File: config.mk
export PLATFORM = sky130hd
export DESIGN_NAME = mem_access_unit
export DESIGN_NICKNAME = d
export VERILOG_FILES = /design/src/rtl/mem_access_unit.sv
export SDC_FILE = /design/constraint.sdc
export NUM_CORES = 1
export LEC_CHECK = 0
export BUFFER_PORTS_ARGS = -buffer_cell sky130_fd_sc_hd__buf_2
export CORE_ASPECT_RATIO = 0.5
export CORE_MARGIN = 1.5
export CORE_UTILIZATION = 40
export CTS_BUF_LIST = sky130_fd_sc_hd__clkbuf_16
export DETAILED_ROUTE_END_ITERATION = 6
export GPL_ROUTABILITY_DRIVEN = 0
export PLACE_DENSITY_LB_ADDON = 0.25
export SLEW_MARGIN = 25
export SYNTH_ARGS = -nofsm -noshare
export SYNTH_HDL_FRONTEND = slang
export SYNTH_SLANG_ARGS = --single-unit
File: constraint.sdc
create_clock -name clk -period 2.6 [get_ports clk]
set_input_delay 0.13 -clock clk [delete_from_list [all_inputs] [get_ports clk]]
set_output_delay 0.13 -clock clk [all_outputs]
set_load 0.05 [all_outputs]
File: src/rtl/mem_access_unit.sv
// Data-memory access stage: runs one load/store per request on a req/ack bus
// with timeout, right-aligns read data and passes ALU fields through.
module mem_access_unit #(
   parameter int unsigned TIMEOUT_CYCLES = 255
) (
   input  logic        clk,
   input  logic        rst_n,
   input  logic        in_valid,
   output logic        in_ready,
   input  logic [5:0]  in_alucode,
   input  logic [31:0] in_alu_result,
   input  logic [31:0] in_store_data,
   output logic        mem_req,
   output logic [31:0] mem_addr,
   output logic        mem_we,
   output logic [3:0]  mem_be,
   output logic [31:0] mem_wdata,
   input  logic        mem_ack,
   input  logic [31:0] mem_rdata,
   output logic        out_valid,
   output logic [5:0]  out_alucode,
   output logic [31:0] out_alu_result,
   output logic [31:0] out_load_data,
   output logic        out_misaligned,
   output logic        out_bus_error,
   output logic        busy
);

   localparam logic [1:0] IDLE = 2'd0;
   localparam logic [1:0] REQ  = 2'd1;
   localparam logic [1:0] RESP = 2'd2;

   localparam logic [5:0] ALU_LB  = 6'd9;
   localparam logic [5:0] ALU_LH  = 6'd10;
   localparam logic [5:0] ALU_LW  = 6'd11;
   localparam logic [5:0] ALU_LBU = 6'd12;
   localparam logic [5:0] ALU_LHU = 6'd13;
   localparam logic [5:0] ALU_SB  = 6'd14;
   localparam logic [5:0] ALU_SH  = 6'd15;
   localparam logic [5:0] ALU_SW  = 6'd16;

   localparam logic [7:0] CNT_LAST = 8'(TIMEOUT_CYCLES - 1);

   logic [1:0]  state;
   logic [7:0]  cnt;
   logic        is_load_q;
   logic        dec_load;
   logic        dec_store;
   logic        dec_mis;
   logic [3:0]  dec_be;
   logic [31:0] dec_wdata;
   logic [1:0]  off;

   assign off = in_alu_result[1:0];

   always_comb begin
      dec_load  = 1'b0;
      dec_store = 1'b0;
      dec_mis   = 1'b0;
      dec_be    = 4'b1111;
      dec_wdata = '0;
      case (in_alucode)
         ALU_LB, ALU_LBU: dec_load = 1'b1;
         ALU_LH, ALU_LHU: begin
            dec_load = 1'b1;
            dec_mis  = off[0];
         end
         ALU_LW: begin
            dec_load = 1'b1;
            dec_mis  = |off;
         end
         ALU_SB: begin
            dec_store = 1'b1;
            dec_be    = 4'b0001 << off;
            dec_wdata = in_store_data << {off, 3'b000};
         end
         ALU_SH: begin
            dec_store = 1'b1;
            dec_mis   = off[0];
            dec_be    = 4'b0011 << off;
            dec_wdata = in_store_data << {off, 3'b000};
         end
         ALU_SW: begin
            dec_store = 1'b1;
            dec_mis   = |off;
            dec_wdata = in_store_data;
         end
         default: ;
      endcase
   end

   assign in_ready  = (state == IDLE);
   assign busy      = (state != IDLE);
   assign out_valid = (state == RESP);

   always_ff @(posedge clk or negedge rst_n) begin
      if (!rst_n) begin
         state          <= IDLE;
         cnt            <= '0;
         is_load_q      <= 1'b0;
         mem_req        <= 1'b0;
         mem_addr       <= '0;
         mem_we         <= 1'b0;
         mem_be         <= '0;
         mem_wdata      <= '0;
         out_alucode    <= '0;
         out_alu_result <= '0;
         out_load_data  <= '0;
         out_misaligned <= 1'b0;
         out_bus_error  <= 1'b0;
      end else begin
         case (state)
            IDLE: begin
               if (in_valid) begin
                  out_alucode    <= in_alucode;
                  out_alu_result <= in_alu_result;
                  out_load_data  <= '0;
                  out_misaligned <= dec_mis;
                  out_bus_error  <= 1'b0;
                  is_load_q      <= dec_load;
                  cnt            <= '0;
                  if ((dec_load || dec_store) && !dec_mis) begin
                     state     <= REQ;
                     mem_req   <= 1'b1;
                     mem_addr  <= {in_alu_result[31:2], 2'b00};
                     mem_we    <= dec_store;
                     mem_be    <= dec_be;
                     mem_wdata <= dec_wdata;
                  end else begin
                     state <= RESP;
                  end
               end
            end
            REQ: begin
               // Ack is checked first so an ack in the final timeout cycle still completes.
               if (mem_ack) begin
                  if (is_load_q)
                     out_load_data <= mem_rdata >> {out_alu_result[1:0], 3'b000};
                  mem_req <= 1'b0;
                  state   <= RESP;
               end else if (cnt == CNT_LAST) begin
                  out_bus_error <= 1'b1;
                  mem_req       <= 1'b0;
                  state         <= RESP;
               end else begin
                  cnt <= cnt + 8'd1;
               end
            end
            RESP:    state <= IDLE;
            default: state <= IDLE;
         endcase
      end
   end

endmodule

==> impl_metrics.yaml <==
outcome:
  outcome: "finished, final reports clean"
synthesis:
  yosysSeqAreaShare: 0.543
  ys_warn_count: 0
  async_flop_share: 1.00
  ys_types: 54
  avgSynthCellArea_sq_um: 10.5
  syn-instance-count: 664
  synth-main-ff-cell: "dfrtp_1"
  synth.largest_area_cell: "dfrtp_1"
  synth.top_cells.by_count: "158 x nand2_1, 151 x dfrtp_1, 35 x a21oi_1"
  synth_top_area_frac: 0.543
  post-synth-top-count-cell: "nand2_1"
  synth-edff-count: 0
  synthesis.area_sq_mm: 0.00696
  ys_seq_elements: 151
  ys_top_cells_by_area: "dfrtp_1 54%, nand2_1 8.5%, mux2_2 5.5%"
global_routing:
  antenna_found_initial: 0
  grt_pass1_wl_um: 32200
  grt_max_degree: 61
  grt_pass1_vias: 6128
  grt_overflow: 0
  grt_use_total: 0.226
power:
  p_leak_nw: 4.84
  ir_drop_mv: 0.684
  powerDensity_mw_per_mm2: 907
timing:
  setup_tns_ns: 0
  rsz0062_at_grt: "false"
  drv_slew: 0
  finalWorstSetupSlack_ns: 0.295
  worst_pin_slew_ns: 0.744
  relSlewSlack: 0.503
  setup_violations: 0
  hold_violations: 0
  fmax_ghz: 0.434
  fin_worst_skew_ns: 0.0102
  period_needed_ns: 2.31
  fin_crit_sh: 0.887
layout:
  diodes: 0
  nFillCells: 1439
  multi_input_area_sq_mm: 0.00292
  final-instance-count-excl-fill: 1198
  final_cell_area_sq_mm: 0.00963
  area_growth_pct: 38.3
  layout.nets: 1066
  regArea_sq_mm: 0.00378
  drive_gt1_frac: 0.367
  final_util: 0.577
critical_path:
  cp_num_cells: 8
  arrival_ns: 2.61
  cp_slowest_cell: "dlygate4sd3_1"
  cp.required_ns: 2.90
  crit_family: "buffers and inverters"
  slowest_delay_ns: 0.54
  timing.rr.end: "out_load_data[24]$_DFFE_PN0P_"
  end_kind: "flop"
  cp_max_fo: 39
  path_cells: "dlygate4sd3_1 -> buf_2 -> or4b_4 -> a2bb2oi_1 -> nor2_4 -> and3_4 -> buf_12 -> mux2_2"
  reg2reg_from: "state[1]$_DFFE_PN0P_"
  cp_num_buf_inv: 3
  reg2reg_slack_ns: 0.59
  r2r_cells: 5
  criticalPathCategory: "in -> reg"
  start_kind: "input pin"
drt:
  num_vias: 6233
  first_pass_iters: 5
  antenna_left: 0
  viasPerCell: 5.20
  drt_iter0_markers: 371
  wl_per_cell_um: 17.2
  wirelength_um: 20600
  route.detailed.drc: 0
place:
  dpl.hpwl_um: 14300
  placed_cell_area_sq_mm: 0.00848
  place_ws_ns: 0.402
  dp.cells: 1115
  portBuffers: 248
floorplanning:
  io_pins: 251
  rows: 33
  core_area_sq_mm: 0.0167
  die_y_um: 96.3
  die_area_sq_mm: 0.0183
  die_w_um: 190
  initial_utilization: 0.417
job:
  max_cap_violations: 0
worst_hold_path:
  min_from: "in_alucode[1]"
  hold_path_depth: 3
  hold_end: "out_alucode[1]$_DFFE_PN0P_"
  hp-class: "in -> reg"
clock_tree:
  clk_latency_ns: 0.42
  cts.sinks: 151
  cts_htree_levels: 4
  clkTransAtPathRegs_ns: 0.07
  clockBufferDepth: 2
  cts.repair.resized: 0
  cts_root_buffer: "clkbuf_16"
  cts_buffers: 17
  cts_tree: "built"
[how the worst max path moves through the flow]
stage | start | endpoint
2_1_floorplan | state[0]$_DFFE_PN0P_ | mem_addr[20]$_DFFE_PN0P_
3_3_place_gp | in_alucode[0] | mem_addr[7]$_DFFE_PN0P_
3_5_place_dp | in_alucode[0] | mem_addr[8]$_DFFE_PN0P_
4_1_cts | in_alucode[4] | mem_addr[6]$_DFFE_PN0P_
5_1_grt | in_alucode[3] | mem_addr[6]$_DFFE_PN0P_
6_report | in_alucode[3] | mem_wdata[8]$_DFFE_PN0P_
[stage by stage]
stage                     hold slack [ns]  power (mW)
final                              0.0199        8.74
after global routing               0.0256        9.12
after CTS                         0.00446        8.79
after detailed placement           0.0588        6.06
after global placement             0.0616        6.01
after floorplan                    -0.166        5.20
[area by class of cell]
class	count	share of cell area
clock buffer	17	0.0442
clock inverter	15	0.0220
inverter	13	0.00507
multi-input combinational	454	0.303
sequential	151	0.392
tap	227	0.0295
timing repair buffer	321	0.204
[cells in the final DEF, fill, tap and decap left out, types with 3 or more instances in the layout]
| master | n |
|---|---|
| a211o_1 | 8 |
| a21oi_1 | 35 |
| a22o_1 | 16 |
| a22oi_1 | 14 |
| a31oi_1 | 16 |
| a32o_1 | 15 |
| buf_12 | 3 |
| buf_2 | 247 |
| buf_4 | 19 |
| bufinv_16 | 5 |
| clkbuf_16 | 17 |
| clkinvlp_4 | 3 |
| dfrtp_1 | 151 |
| dlygate4sd3_1 | 51 |
| inv_1 | 15 |
| mux2_2 | 34 |
| mux2_4 | 13 |
| mux2i_1 | 25 |
| nand2_1 | 158 |
| nand3_1 | 6 |
| nor2_1 | 29 |
| nor2b_1 | 13 |
| o21ai_0 | 17 |
| o31ai_1 | 10 |
| or3_1 | 3 |
[power breakdown]
| group | internal, mW | switching (mW) |
|---|---|---|
| Sequential | 2.76 | 0.227 |
| Combinational | 0.803 | 2.28 |
| Clock | 1.69 | 0.971 |
| Total | 5.26 | 3.48 |
[per-layer routing]
layer	part of all wire	wire (um)	up-vias	track usage
li1	-	-	2921	-
met1	0.43	8920	3074	0.284
met2	0.49	10200	212	0.396
met3	0.061	1260	26	0.0540
met4	0.012	251	0	0.0575
met5	0	0	-	0
[worst reg2reg max path: stages (launching register included)]
cell and delay (ns):
dfrtp_1 0.41, nand2b_1 0.24, or2_2 0.42, nor3_1 0.50, buf_4 0.25, a22o_1 0.13
[cells by family after synthesis]
kind of cell             count (synthesis)  share of synthesized area
adder cells (fa/ha/maj)                  2                    0.00359
other                                    1                   0.000539
AND/OR/NAND/NOR                        229                      0.142
flip-flops                             151                      0.543
AO/OA/AOI/OAI                          145                      0.147
XOR/XNOR                                 4                    0.00503
buffers and inverters                   60                     0.0395
multiplexers                            72                      0.119
[registers in the layout, summed over array words and instances, names as in the netlist]
name / flops
mem_addr: 30
out_alucode: 6
out_load_data: 32
out_alu_result: 32
out_bus_error: 1
state: 2
is_load_q: 1
cnt: 8
mem_be: 4
mem_req: 1
mem_wdata: 32
out_misaligned: 1
mem_we: 1
[what timing repair did]
item	CTS	global route
hold endpoints to repair	116	1
buffers inserted	0	0
hold buffers	50	1
Note: power is estimated with default switching activity, not from simulation.
